**src/rtl/hdr_bit_frm_counter.sv**
```systemverilog
// Shared HDR-DDR bit/frame counter: tracks bit position inside each
// DDR word on both SCL edges and counts down the words of a transfer.
module hdr_bit_frm_counter #(
  parameter int WORD_BITS = 20,
  parameter int FRM_W     = 16
) (
  input  logic             i_sys_clk,
  input  logic             i_sys_rst,
  input  logic             i_bit_cnt_en,
  input  logic             i_frm_cnt_en,
  input  logic             i_scl_pos_edge,
  input  logic             i_scl_neg_edge,
  input  logic [FRM_W-1:0] i_frm_len,
  output logic [4:0]       o_bit_cnt,
  output logic             o_word_done,
  output logic [FRM_W-1:0] o_frm_cnt,
  output logic             o_last_frm,
  output logic             o_frm_done,
  output logic             o_busy
);

  typedef enum logic [1:0] {
    IDLE,
    RUN,
    HOLD
  } state_t;

  localparam logic [4:0] LP_TOP = 5'(WORD_BITS - 1);
  localparam logic [FRM_W-1:0] LP_ONE = FRM_W'(1);

  state_t           r_state;
  logic             r_bit_en_d;
  logic             r_frm_en_d;
  logic [4:0]       r_bit_cnt;
  logic [FRM_W-1:0] r_frm_cnt;
  logic             r_word_done;
  logic             r_frm_done;
  logic             r_busy;

  logic w_edge;
  logic w_bit_rise;
  logic w_frm_rise;
  logic w_word_end;

  assign w_edge     = i_scl_pos_edge | i_scl_neg_edge;
  assign w_bit_rise = i_bit_cnt_en & ~r_bit_en_d;
  assign w_frm_rise = i_frm_cnt_en & ~r_frm_en_d;
  assign w_word_end = w_edge && (r_bit_cnt == 5'd0);

  // Enable history resets high so an enable held through reset
  // must drop and rise again before counting resumes.
  always_ff @(posedge i_sys_clk or posedge i_sys_rst) begin
    if (i_sys_rst) begin
      r_state     <= IDLE;
      r_bit_en_d  <= 1'b1;
      r_frm_en_d  <= 1'b0;
      r_bit_cnt   <= LP_TOP;
      r_frm_cnt   <= '0;
      r_word_done <= 1'b0;
      r_frm_done  <= 1'b0;
      r_busy      <= 1'b0;
    end else begin
      r_bit_en_d  <= i_bit_cnt_en;
      r_frm_en_d  <= i_frm_cnt_en;
      r_word_done <= 1'b0;
      r_frm_done  <= 1'b0;
      case (r_state)
        IDLE: begin
          if (w_bit_rise) begin
            r_state   <= RUN;
            r_busy    <= 1'b1;
            r_bit_cnt <= LP_TOP;
            if (i_frm_cnt_en) r_frm_cnt <= i_frm_len;
          end
        end
        RUN: begin
          if (!i_bit_cnt_en) begin
            r_state   <= IDLE;
            r_busy    <= 1'b0;
            r_bit_cnt <= LP_TOP;
          end else begin
            if (w_edge) begin
              if (r_bit_cnt != 5'd0) begin
                r_bit_cnt <= r_bit_cnt - 5'd1;
              end else begin
                r_bit_cnt   <= LP_TOP;
                r_word_done <= 1'b1;
              end
            end
            // A CCC -> DDR handover reloads the word count mid-window.
            if (w_frm_rise) begin
              r_frm_cnt <= i_frm_len;
            end else if (w_word_end && i_frm_cnt_en) begin
              if (r_frm_cnt > LP_ONE) begin
                r_frm_cnt <= r_frm_cnt - LP_ONE;
              end else begin
                r_frm_cnt  <= '0;
                r_frm_done <= 1'b1;
                r_state    <= HOLD;
              end
            end
          end
        end
        HOLD: begin
          r_bit_cnt <= LP_TOP;
          r_frm_cnt <= '0;
          if (!i_bit_cnt_en) begin
            r_state <= IDLE;
            r_busy  <= 1'b0;
          end
        end
        default: begin
          r_state <= IDLE;
          r_busy  <= 1'b0;
        end
      endcase
    end
  end

  assign o_bit_cnt   = r_bit_cnt;
  assign o_word_done = r_word_done;
  assign o_frm_cnt   = r_frm_cnt;
  assign o_frm_done  = r_frm_done;
  assign o_busy      = r_busy;
  assign o_last_frm  = (r_state != IDLE) && (r_frm_cnt == LP_ONE);

endmodule

```
**config.mk**
```make
export PLATFORM = sky130hd
export DESIGN_NAME = hdr_bit_frm_counter
export DESIGN_NICKNAME = d
export VERILOG_FILES = /design/src/rtl/hdr_bit_frm_counter.sv
export SDC_FILE = /design/constraint.sdc
export NUM_CORES = 1
export LEC_CHECK = 0
export ABC_AREA = 1
export CORE_ASPECT_RATIO = 1.75
export CORE_MARGIN = 3
export CORE_UTILIZATION = 35
export CTS_CLUSTER_SIZE = 28
export DETAILED_ROUTE_END_ITERATION = 10
export GPL_TIMING_DRIVEN = 0
export HOLD_SLACK_MARGIN = 0.06
export SLEW_MARGIN = 20
export SYNTH_ARGS = -nofsm -noshare
export SYNTH_HDL_FRONTEND = slang
export SYNTH_SLANG_ARGS = --single-unit
```
**constraint.sdc**
```tcl
create_clock -name i_sys_clk -period 2.3 [get_ports i_sys_clk]
set_input_delay 0.46 -clock i_sys_clk [delete_from_list [all_inputs] [get_ports i_sys_clk]]
set_output_delay 0.46 -clock i_sys_clk [all_outputs]
set_load 0.03 [all_outputs]
```
== Yosys cells after proc, flatten, opt, wreduce, memory -nomap -nowiden ==
Index checks and enable logic that the tools add are counted.

* $add $sub $neg: 2
* $lt $le $gt $ge: 1
* Equal/unequal tests: 13
* Muxes and demuxes: 31
* Bitwise logic cells: 5
* Reductions and logical operators: 13

{| class="wikitable"
|+ Operators by type and width
! operator !! number
|-
| $mux W16 || 6
|-
| $pmux W16 S3 || 1
|-
| $mux W5 || 4
|-
| $eq A16 B1 Y1 const B || 1
|-
| $gt A16 B1 Y1 const B || 1
|-
| $sub A16 B1 Y16 const B || 1
|-
| $ne A3 B3 Y1 const B || 5
|-
| $pmux W5 S3 || 1
|-
| $mux W2 || 6
|-
| $mux W1 || 11
|-
| $ne A2 B2 Y1 const B || 5
|-
| $reduce_and A5 Y1 || 2
|-
| $pmux W2 S3 || 1
|-
| $logic_not A5 Y1 || 1
|-
| $reduce_bool A5 Y1 || 1
|-
| $sub A5 B1 Y5 const B || 1
|-
| $logic_and A1 B1 Y1 || 3
|-
| $reduce_and A3 Y1 || 1
|-
| $reduce_bool A3 Y1 || 1
|-
| $and A1 B1 Y1 || 2
|-
| $eq A2 B1 Y1 const B || 1
|-
| $eq A2 B2 Y1 const B || 1
|-
| $logic_not A2 Y1 || 1
|-
| $not A1 Y1 || 2
|-
| 5 further kinds || 5
|}

* Register bits after elaboration: 28
* Bits of input ports: 22
* Output and inout port bits: 25
* Word-level logic and storage cells: 73

== Logic depth before layout (Yosys ltp) ==
Gate-level depths: netlist of the first run.

* Depth in word-level cells: 7
* Gate-level depth with buffers: 13
* Gate-level depth less buffers: 12

== Worst setup path after synthesis of the first run ==
OpenSTA, ideal clock, no wires.

* Path kind: register to register
* From: register r_bit_cnt[0] (netlist: o_bit_cnt[0])
* To: register r_frm_cnt[6] (netlist: o_frm_cnt[6])
* Setup time: 0.121 ns
* Arrival: 1.693 ns
* Required time: 2.179 ns
* Path slack: 0.486 ns
* Stages on the path, launching flop included: 14
* Path buffers: 1
* Clock period less this slack: 1.814 ns
* Cell sequence: dfstp_2 > inv_1 > ha_1 > nand3_2 > nor2_1 > nand2_1 > nand2_1 > nand2_1 > nand2_2 > nand2_4 > inv_4 > buf_6 > nor2_1 > a21oi_2

* Longest elaborated chain between the ends: 5

{| class="wikitable"
|+ RTL lines
! element !! line !! source
|-
| start, declared || 34 || <nowiki>logic [4:0] r_bit_cnt;</nowiki>
|-
| start signal, assigned || 84 || <nowiki>r_bit_cnt <= r_bit_cnt - 5'd1;</nowiki>
|-
| $logic_not A5 Y1 || 48 || <nowiki>assign w_word_end = w_edge && (r_bit_cnt == 5'd0);</nowiki>
|-
| $logic_and A1 B1 Y1 || 48 ||
|-
| $logic_and A1 B1 Y1 || 93 || <nowiki>end else if (w_word_end && i_frm_cnt_en) begin</nowiki>
|-
| $ne A3 B3 Y1 (no source line) || n/a ||
|-
| $reduce_and A5 Y1 (no source line) || n/a ||
|-
| end signal, assigned || 73 || <nowiki>if (i_frm_cnt_en) r_frm_cnt <= i_frm_len;</nowiki>
|-
| end signal, assigned || 92 || <nowiki>r_frm_cnt <= i_frm_len;</nowiki>
|-
| end signal, assigned || 95 || <nowiki>r_frm_cnt <= r_frm_cnt - LP_ONE;</nowiki>
|-
| end, declared || 35 || <nowiki>logic [FRM_W-1:0] r_frm_cnt;</nowiki>
|}

Every way passes these cells.
A chain may end at the register's enable or synchronous reset.

== Worst setup path in the final report of the first run ==
* From: register r_frm_cnt[2] (netlist: o_frm_cnt[2])
* To: output o_last_frm

* Longest elaborated chain between the ends: 2

{| class="wikitable"
|+ RTL lines
! element !! line !! source
|-
| $eq A16 B1 Y1 || 125 || <nowiki>assign o_last_frm = (r_state != IDLE) && (r_frm_cnt == LP_ONE);</nowiki>
|-
| $logic_and A1 B1 Y1 || 125 ||
|-
| end, declared || 17 || <nowiki>output logic o_last_frm,</nowiki>
|}

Every way passes these cells.

==> results of run 1 <==
-- tightest hold or removal path, cell delays in order, from the launching register on --
cell	delay, ns
dfrtp_1	0.36
nand2_1	0.05
o21ai_0	0.07
-- flip-flops by register name (all words and copies together) (netlist names) --
name and count:
o_frm_cnt 16, o_bit_cnt 5, r_state 2, o_busy 1
o_frm_done 1, o_word_done 1, r_bit_en_d 1, r_frm_en_d 1
-- power by group through the flow --
| stage | clock (uW) | combinational [uW] | sequential [uW] |
|---|---|---|---|
| 4_1_cts | 330 | 2450 | 993 |
| 5_1_grt | 346 | 2720 | 1040 |
| 6_report | 323 | 2420 | 999 |
| 3_3_place_gp | 0 | 2410 | 1000 |
| 3_5_place_dp | 0 | 2440 | 998 |
| 2_1_floorplan | 0 | 1330 | 1310 |
-- what timing repair did --
item                                    4_1_cts  5_1_grt
endpoints found under the setup margin        1       11
gates resized for setup                       3        6
gates cloned                                  0        0
-- cells in the mapped netlist, types with 4 or more instances --
cell type,number,area (sq um)
ha_1,7,87.6
xnor2_1,7,61.3
o21ai_0,15,75.1
inv_1,42,158
a21oi_1,9,45.0
dfrtp_1,24,601
nand2_1,81,304
dfstp_2,4,105
a21oi_2,10,87.6
nor2_1,74,278
nand3_1,10,50.1
o22ai_1,5,31.3
-- area by class of cell --
type,count,share of cell area (%)
buffer,7,1.57
clock buffer,4,2.03
inverter,45,6.32
multi-input combinational,238,43.5
sequential,28,26.1
tap,76,3.51
timing repair buffer,46,17.0
-- how the worst min path moves through the flow --
stage            startpoint    endpoint  slack, ns  cells after the start
2_1_floorplan  i_bit_cnt_en  r_bit_en_d       0.46                      0
3_3_place_gp         o_busy      o_busy       0.48                      2
3_5_place_dp         o_busy      o_busy       0.49                      2
4_1_cts              o_busy      o_busy       0.51                      2
5_1_grt              o_busy      o_busy       0.54                      2
6_report             o_busy      o_busy       0.51                      2
-- layer usage --
layer / global-route usage [%] / share of wire (%) / vias to the layer above
met1: 20.2 / 41 / 942
met5: 0 / 0 / -
met3: 1.46 / 3.1 / 8
li1: - / - / 1090
met2: 33.1 / 54 / 38
met4: 4.39 / 1.4 / 0
-- per-stage QoR --
stage               std cells  cell area [sq um]  utilization (%)  setup WS (ns)
floorplan                 318               2090                -          0.486
global route              444               2710             47.8        0.00393
CTS                       444               2700             47.6         0.0202
global placement          440               2650             46.6       -0.00948
finish                    444               2710             47.8          0.166
detailed placement        440               2650             46.6       -0.00355
-- cells in the final DEF (no fill, tap or decap), types with 2 or more instances in the layout --
cell / instances
nand2_1: 81
nor2_1: 71
clkdlybuf4s50_1: 45
inv_1: 41
dfrtp_1: 23
o21ai_0: 15
nand3_1: 10
a21oi_2: 10
a21oi_1: 9
xnor2_1: 7
ha_1: 7
nor2_2: 5
o22ai_1: 5
clkbuf_8: 4
dfstp_2: 4
inv_2: 3
nand4_1: 3
clkbuf_1: 2
nand2_2: 2
buf_4: 2
nor3_1: 2
xor2_1: 2
-- kinds of logic (layout without fill, tap and decap cells) --
family | Yosys count | count (layout) | synth area share, %
AND/OR/NAND/NOR | 180 | 180 | 35.2
buffers and inverters | 52 | 102 | 10.2
AO/OA/AOI/OAI | 42 | 42 | 12.9
flip-flops | 28 | 28 | 33.8
XOR/XNOR | 9 | 9 | 3.77
adder cells (fa/ha/maj) | 7 | 7 | 4.19
==> qor.yml, run 1 <==
status: "finished clean"
ir_worst_vdd_uv: 683
clock_path_buffers: 2
cts-htree-levels: 1
cts.sinks: 28
drc: 0
hp-class: "register to register"
finalPower_uw: 3740
dieArea_sq_um: 6970
cp_num_cells: 5
postSynthAreaPerCell_sq_um: 6.57
cts_made_buffers: 3
max-cap-violations: 0
power_frac_clock_pct: 8.6
clock_latency_ns: 0.28
start_util_pct: 36.8
ys_ff_latch: 28
reg2regPathDepth: 7
rrSetupSlack_ns: 0.24
clock-skew-final_ns: 0.00767
clkSlewWorstSetupHoldPaths_ns: 0.11
grt_pass1_vias: 2020
regToRegStartpoint: "r_state[1]"
power.switching_uw: 1920
antenna_found_initial: 0
startpoint: "o_frm_cnt[2]"
io_buffers: 46
core-area_sq_um: 5680
critPathLaunchType: "register"
p_int_uw: 1820
syn-cell-area_sq_um: 2090
hold_slack_ns: 0.509
vias_per_cell: 4.68
finalCriticalPeriod_ns: 2.13
vias: 2078
setup_viol: 0
cp.required_ns: 1.84
synth_async_sr_flop_share_pct: 100
synth-main-ff-cell: "dfrtp_1"
netSwitchingFraction_pct: 51.3
gp_congestion: 0.923
path_max_fanout: 5
layout.nets: 398
p_seq_share_pct: 26.7
crit_top_cell: "nor2_1"
slew_headroom_pct: 58.2
worstMarginPinSlew_ns: 0.626
ioPinCount: 47
comb_power_share_pct: 64.7
cts_tree: "built"
cp_cell_sequence: "nor2_1, nand2_1, nor2_1, and3_1, clkdlybuf4s15_2"
syn_inst: 318
cp_top_family: "simple AND/OR/NAND/NOR gates"
crit_slowest_cell: "dfrtp_1"
track_usage_pct: 17.3
grt_max_degree: 29
drive_gt1_share_pct: 10.3
grt_pass1_wl_um: 9520
synth_cell_types: 32
multi_input_comb_area_sq_um: 1180
finalSetupTns_ns: 0
critPathKind: "register to output port"
syn-num-nets: 347
wl_um: 5570
gr-total-overflow: 0
cts_setup_buffers: 0
crit_buf_inv: 1
postCtsHoldBufs: 0
yosysWarnings: 0
final.fill_count: 623
register_area_sq_um: 707
powerDensity_nw_per_um2: 1380
dp_hpwl_um: 4330
setup.worst_path.end: "o_last_frm"
n_antenna_cell: 0
synth_edf_count: 0
fmax_mhz: 469
worstPathArrival_ns: 1.67
rsz0062_at_grt: "no"
die_width_um: 64.4
endpoint_kind: "output port"
timing.rr.end: "o_frm_cnt[10]"
areaGrowthSynthToFinish_pct: 29.8
die_h_um: 108
min_period_over_period_pct: 92.8
drt_pre_antenna_iters: 4
yosysSeqAreaShare_pct: 33.8
leakage_uw: 0.00126
maxSlewViolCount: 0
rows: 36
cts-root-buf: "clkbuf_8"
hold_violations: 0
drtIter0Drc: 105
slowest_delay_ns: 0.45
drtAntennaViolNets: 0
wire_per_inst_um: 12.5
Power figures use the tool's default switching activity.
==> inputs of run 2 (changes only) <==
--- a/config.mk
+++ b/config.mk
@@ -11,7 +11,6 @@
 export CORE_UTILIZATION = 35
 export CTS_CLUSTER_SIZE = 28
 export DETAILED_ROUTE_END_ITERATION = 10
-export GPL_TIMING_DRIVEN = 0
 export HOLD_SLACK_MARGIN = 0.06
 export SLEW_MARGIN = 20
 export SYNTH_ARGS = -nofsm -noshare
==> run 2 against run 1 <==
Utilization is 3.3 points higher. Non-clock buffer count rose by 21. Hold slack worse by 0.0098 ns. Sequential share of layout area fell by 1.7 points. Wire length rose by 4.2%. Die area unchanged. Clock power is 27% higher. Clock skew is 0.0058 ns lower. Global-route usage shrank 0.090 points. Cell count rose by 4.7%. Critical path depth increased by 1. Final area is 6.9% higher. Critical path type unchanged. Highest routed layer unchanged.
==> qor.yml, run 2 (synthesis gave the netlist of run 1 again) <==
dp_hpwl_um: 4470  # +3.4%
slowest_delay_ns: 0.40  # -0.05 ns
endpoint_kind: "output port"
worstPathArrival_ns: 1.77  # +0.10 ns
clock_latency_ns: 0.28  # about the same
final_cell_mix: "nand2_1, nor2_1, clkdlybuf4s50_1"
start_util_pct: 36.8  # unchanged
clock_path_buffers: 2  # unchanged
clock-skew-final_ns: 0.00185  # -0.00581 ns
vias_per_cell: 4.69  # +0.12%
cp_top_family: "simple AND/OR/NAND/NOR gates"
track_usage_pct: 17.2  # -0.090 points
cts-root-buf: "clkbuf_8"
finalSetupTns_ns: 0  # unchanged
post_cts_resized: 1  # -2
fmax_mhz: 449  # -4.2%
maxSlewViolCount: 0  # unchanged
finalPower_uw: 4090  # +9.3%
worstMarginPinSlew_ns: 0.590  # -0.0357 ns
powerDensity_nw_per_um2: 1410  # +2.3%
postCtsHoldBufs: 0  # unchanged
critPathLaunchType: "register"
hp-class: "register to register"
drtAntennaViolNets: 0  # unchanged
grt_pass1_vias: 2044  # +1.2%
wl_um: 5810  # +4.2%
min_period_over_period_pct: 96.9  # +4.1 points
grt_max_degree: 29  # unchanged
cts-htree-levels: 1  # unchanged
die_h_um: 108  # unchanged
cp_cell_sequence: "inv_1, ha_1, nand2_1, nor2_1, and3_1, clkdlybuf4s15_1"
path_max_fanout: 3  # -2
crit_slowest_cell: "dfrtp_1"
drive_gt1_share_pct: 14.4  # +4.1 points
antenna_found_initial: 0  # unchanged
io_buffers: 46  # unchanged
postPlaceCellArea_sq_um: 2830  # +6.9%
hold_violations: 0  # unchanged
setup_viol: 0  # unchanged
critPathKind: "register to output port"
cts_tree: "built"
grt_pass1_wl_um: 9390  # -1.3%
core-area_sq_um: 5680  # unchanged
rows: 36  # unchanged
rsz0062_at_grt: "no"
slew_headroom_pct: 60.6  # +2.4 points
cts_setup_buffers: 0  # unchanged
drt_pre_antenna_iters: 4  # unchanged
largest_register_ffs: 16  # unchanged
wire_per_inst_um: 12.5  # -0.47%
leakage_uw: 0.00139  # +9.9%
drtIter0Drc: 97  # -7.6%
max-cap-violations: 0  # unchanged
cts_made_buffers: 3  # unchanged
design_area_sq_um: 2900  # +6.9%
layout.nets: 419  # +5.3%
ir_worst_vdd_uv: 584  # -14%
final_common_cell: "nand2_1"
die_width_um: 64.4  # unchanged
dieArea_sq_um: 6970  # unchanged
rrSetupSlack_ns: 0.26  # +0.02 ns
gp_congestion: 0.918  # -0.54%
vias: 2179  # +4.9%
ioPinCount: 47  # unchanged
cp.required_ns: 1.84  # about the same
crit_buf_inv: 2  # +1
areaGrowthSynthToFinish_pct: 38.7
status: "finished clean"
cts.sinks: 28  # unchanged
drc: 0  # unchanged
gr-total-overflow: 0  # unchanged
finalCriticalPeriod_ns: 2.23  # +0.0942 ns
clkSlewWorstSetupHoldPaths_ns: 0.11  # about the same
n_antenna_cell: 0  # unchanged
run 2: cell count changes in the layout (fill, tap and decap cells not counted), moves of 2 or more:
cell,before,now
buf_4,2,27
clkbuf_1,2,0
nor2_1,71,74
nor2_2,5,2
run 2: final cells by class:
class                           count  area, sq um
Tap cell                           76         95.1
Clock buffer                        3         41.3
Inverter                           45          171
Clock inverter                      1         30.0
Fill cell                         602         2780
Timing Repair Buffer               74          683
Multi-Input combinational cell    238         1170
Sequential cell                    28          706
run 2: path summary, 6_finish.rpt:
kind	endpoint	startpoint	depth (start not counted)
worst max-delay path	o_last_frm	o_frm_cnt[1]	6
worst min-delay path	o_busy	o_busy	2
worst max register to register	o_frm_cnt[2]	o_frm_cnt[0]	11
worst min register to register	o_busy	o_busy	2
max in group asynchronous	r_bit_en_d	i_sys_rst	3
min in group asynchronous	o_bit_cnt[3]	i_sys_rst	3
run 2: layer usage:
| metal | track usage [%] | up-vias | wire, um |
|---|---|---|---|
| met2 | 32.9 | 50 | 3140 |
| met1 | 19.1 | 988 | 2320 |
| met4 | 5.90 | 0 | 127 |
| met5 | 0 | - | 0 |
| met3 | 2.08 | 12 | 221 |
| li1 | - | 1129 | - |
run 2: tightest hold or removal path: stages (launching register included):
cell	delay, ns
dfrtp_1	0.36
nand2_1	0.05
o21ai_0	0.06
run 2: report_power, final:
group	internal (uW)	switching, uW	total, uW
sequential	724	127	851
combinational	1170	1670	2830
clock	234	176	409
run 2: metrics by stage:
step	hold slack (ns)	util (%)	worst slack, ns	std cells
after floorplan	0.464	-	0.486	318
after global placement	0.478	49.8	0.127	461
after detailed placement	0.478	49.8	0.111	461
after CTS	0.506	51.0	0.0651	465
after global routing	0.532	51.1	0.000323	465
final	0.500	51.1	0.0719	465
==> inputs of run 3 (changes only) <==
--- a/config.mk
+++ b/config.mk
@@ -5,7 +5,6 @@
 export SDC_FILE = /design/constraint.sdc
 export NUM_CORES = 1
 export LEC_CHECK = 0
-export ABC_AREA = 1
 export CORE_ASPECT_RATIO = 1.75
 export CORE_MARGIN = 3
 export CORE_UTILIZATION = 35
==> run 3 against run 2 <==
The run now ends with negative setup slack left. Setup slack got worse by 0.33 ns. First-iteration DRC count decreased by 21%. Flip-flop and latch count unchanged. Combinational power shrank 28%. Fmax decreased by 13%. Global-route usage grew 1.3 points. Critical path depth down 2. Cell count shrank 28%. Non-clock buffer count rose by 2. Largest power group unchanged. Highest routed layer unchanged.
==> qor.yml, run 3 <==
yosysSeqAreaShare_pct: 38.4  # +4.7 points
hold_path_end: "o_bit_cnt[1]"
syn_inst: 208  # -35%
drc: 0  # unchanged
final_common_cell: "clkdlybuf4s50_1"
rsz0062_at_grt: "yes"
n_antenna_cell: 0  # unchanged
synth-main-ff-cell: "dfrtp_1"
io_buffers: 46  # unchanged
synth_async_sr_flop_share_pct: 100  # unchanged
core-area_sq_um: 5020  # -12%
clkSlewWorstSetupHoldPaths_ns: 0.10  # about the same
die_width_um: 60.7  # -5.7%
setup_viol: 1  # +1
cts_made_buffers: 3  # unchanged
grt_max_degree: 29  # unchanged
synth.most_common_cell: "dfrtp_1"
clock_path_buffers: 2  # unchanged
vias: 1872  # -14%
wl_um: 5390  # -7.1%
cp_cell_sequence: "or4_4, or4b_4, nor4_4, buf_6"
synth_top_area_share_pct: 32.7  # +4.0 points
violations: "negative setup slack"
yosysTopAreaCell: "dfrtp_1"
vias_per_cell: 5.62  # +20%
drive_gt1_share_pct: 18.6  # +4.2 points
path_max_fanout: 2  # -1
drtAntennaViolNets: 0  # unchanged
grt_pass1_wl_um: 8650  # -7.9%
setup_slack_ns: -0.254  # -0.326 ns
antenna_found_initial: 0  # unchanged
slowest_delay_ns: 0.55  # +0.15 ns
final.fill_count: 476  # -21%
place_ws_ns: 0.0291  # -0.0820 ns
ys_ff_latch: 28  # unchanged
timing.rr.end: "o_frm_cnt[13]"
worstMarginPinSlew_ns: 0.415  # -0.175 ns
crit_slowest_cell: "or4b_4"
synthTopCellsByArea: "dfrtp_1, dfstp_2, ha_1"
slew_headroom_pct: 72.1  # +12 points
cts-root-buf: "clkbuf_8"
critPathKind: "register to output port"
clock_latency_ns: 0.28  # about the same
cp.required_ns: 1.84  # about the same
dieArea_sq_um: 6180  # -11%
ioPinCount: 47  # unchanged
synth_edf_count: 0  # unchanged
synth_common_cells: "dfrtp_1, nand2_1, inv_1"
critPathLaunchType: "register"
max-cap-violations: 0  # unchanged
maxSlewViolCount: 0  # unchanged
worstPathArrival_ns: 2.09  # +0.32 ns
die_h_um: 102  # -5.9%
gp_congestion: 0.856  # -6.8%
regToRegStartpoint: "o_frm_cnt[6]"
yosysWarnings: 0  # unchanged
rrSetupSlack_ns: 0.12  # -0.14 ns
track_usage_pct: 18.5  # +1.3 points
endpoint_kind: "output port"
fmax_mhz: 392  # -13%
finalCriticalPeriod_ns: 2.55  # +0.326 ns
postSynthAreaPerCell_sq_um: 8.82  # +34%
cts.sinks: 28  # unchanged
postCtsHoldBufs: 0  # unchanged
drt_pre_antenna_iters: 4  # unchanged
crit_buf_inv: 1  # -1
finalSetupTns_ns: -0.254  # -0.254 ns
dp_hpwl_um: 4170  # -6.9%
drtIter0Drc: 77  # -21%
status: "finished with violations"
hp-class: "register to register"
utilization_pct: 52.5  # +1.5 points
areaGrowthSynthToFinish_pct: 43.7
min_period_over_period_pct: 111  # +14 points
synth_cell_types: 53  # +66%
dp_cells: 329  # -29%
layout.nets: 309  # -26%
final_cell_mix: "clkdlybuf4s50_1, buf_4, dfrtp_1"
start_util_pct: 36.6  # -0.25 points
rows: 34  # -5.6%
grt_pass1_vias: 1911  # -6.5%
cts-htree-levels: 1  # unchanged
worstHoldStart: "o_bit_cnt[1]"
hold_path_depth: 2  # unchanged
cts_tree: "built"
reg2regPathDepth: 6  # -5
cp_top_family: "simple AND/OR/NAND/NOR gates"
syn-cell-area_sq_um: 1840  # -12%
powerDensity_nw_per_um2: 1210  # -14%
leakage_uw: 0.00112  # -19%
wire_per_inst_um: 16.2  # +30%
clock-skew-final_ns: 0.00283  # +0.000973 ns
stdcell_count: 333  # -28%
largest_register_ffs: 16  # unchanged
gr-total-overflow: 0  # unchanged
cts_setup_buffers: 0  # unchanged
syn-num-nets: 237  # -32%
ir_worst_vdd_uv: 718  # +23%
hold_violations: 0  # unchanged
run 3: cell types whose count changed in the layout (fill, tap and decap cells not counted), moves of 4 or more:
cell,previous run,this run
nor2_1,74,14
inv_1,42,17
nand2b_1,0,4
nand2_1,81,21
a32oi_1,0,6
nand3_1,10,2
xnor2_1,7,1
o2bb2ai_1,0,6
o21ai_1,1,5
nor3_1,2,7
a21oi_2,10,0
run 3: per-stage QoR:
step           hold WS [ns]  cell area, sq um  power, uW
3_5_place_dp          0.509              2570       2870
4_1_cts               0.526              2630       3210
2_1_floorplan         0.464              1850       1990
3_3_place_gp          0.509              2570       2860
6_report              0.525              2640       3200
5_1_grt               0.565              2640       3420
run 3: area by class of cell:
| class | instances | area (sq um) | share of cell area, % |
|---|---|---|---|
| clock buffer | 4 | 55.1 | 2.09 |
| inverter | 17 | 63.8 | 2.42 |
| sequential | 28 | 706 | 26.8 |
| timing repair buffer | 76 | 687 | 26.0 |
| multi-input combinational | 154 | 1060 | 40.1 |
| tap | 54 | 67.6 | 2.56 |
run 3: power breakdown:
part	switching [uW]	internal (uW)	total [uW]	leakage (uW)
Sequential	161	672	834	0.000346
Clock	161	154	315	0.0000288
Combinational	1150	897	2050	0.000744
run 3: cell families after synthesis:
| group | count (synthesis) | synth area share (%) |
|---|---|---|
| AND/OR/NAND/NOR | 72 | 21.4 |
| AO/OA/AOI/OAI | 70 | 27.6 |
| flip-flops | 28 | 38.4 |
| buffers and inverters | 26 | 5.32 |
| adder cells (fa/ha/maj) | 7 | 4.77 |
| XOR/XNOR | 4 | 1.91 |
| multiplexers | 1 | 0.545 |
run 3: worst max path at each step:
stage | start | endpoint | cells after the start
5_1_grt | o_frm_cnt[6] | o_last_frm | 4
6_report | o_frm_cnt[6] | o_last_frm | 4
4_1_cts | o_frm_cnt[6] | o_last_frm | 4
2_1_floorplan | o_frm_cnt[6] | o_last_frm | 3
3_3_place_gp | o_frm_cnt[6] | o_last_frm | 4
3_5_place_dp | o_frm_cnt[6] | o_last_frm | 4
run 3: repair_timing:
action,in CTS,in global routing
pin swaps,0,0
setup endpoints to repair,1,11
gates resized for setup,1,4
run 3: layer usage:
layer / track usage [%] / routed length [um]
met3: 2.81 / 206
met5: 0 / 0
met4: 8.68 / 162
met2: 32.3 / 2810
met1: 21.2 / 2210
run 3: worst min-delay path: cells and delay by family, from the launching register on:
kind               cells  cell delay [ns]
DFF                    1             0.40
and+or+nand+nor        1             0.09
AOI/OAI and AO/OA      1             0.04
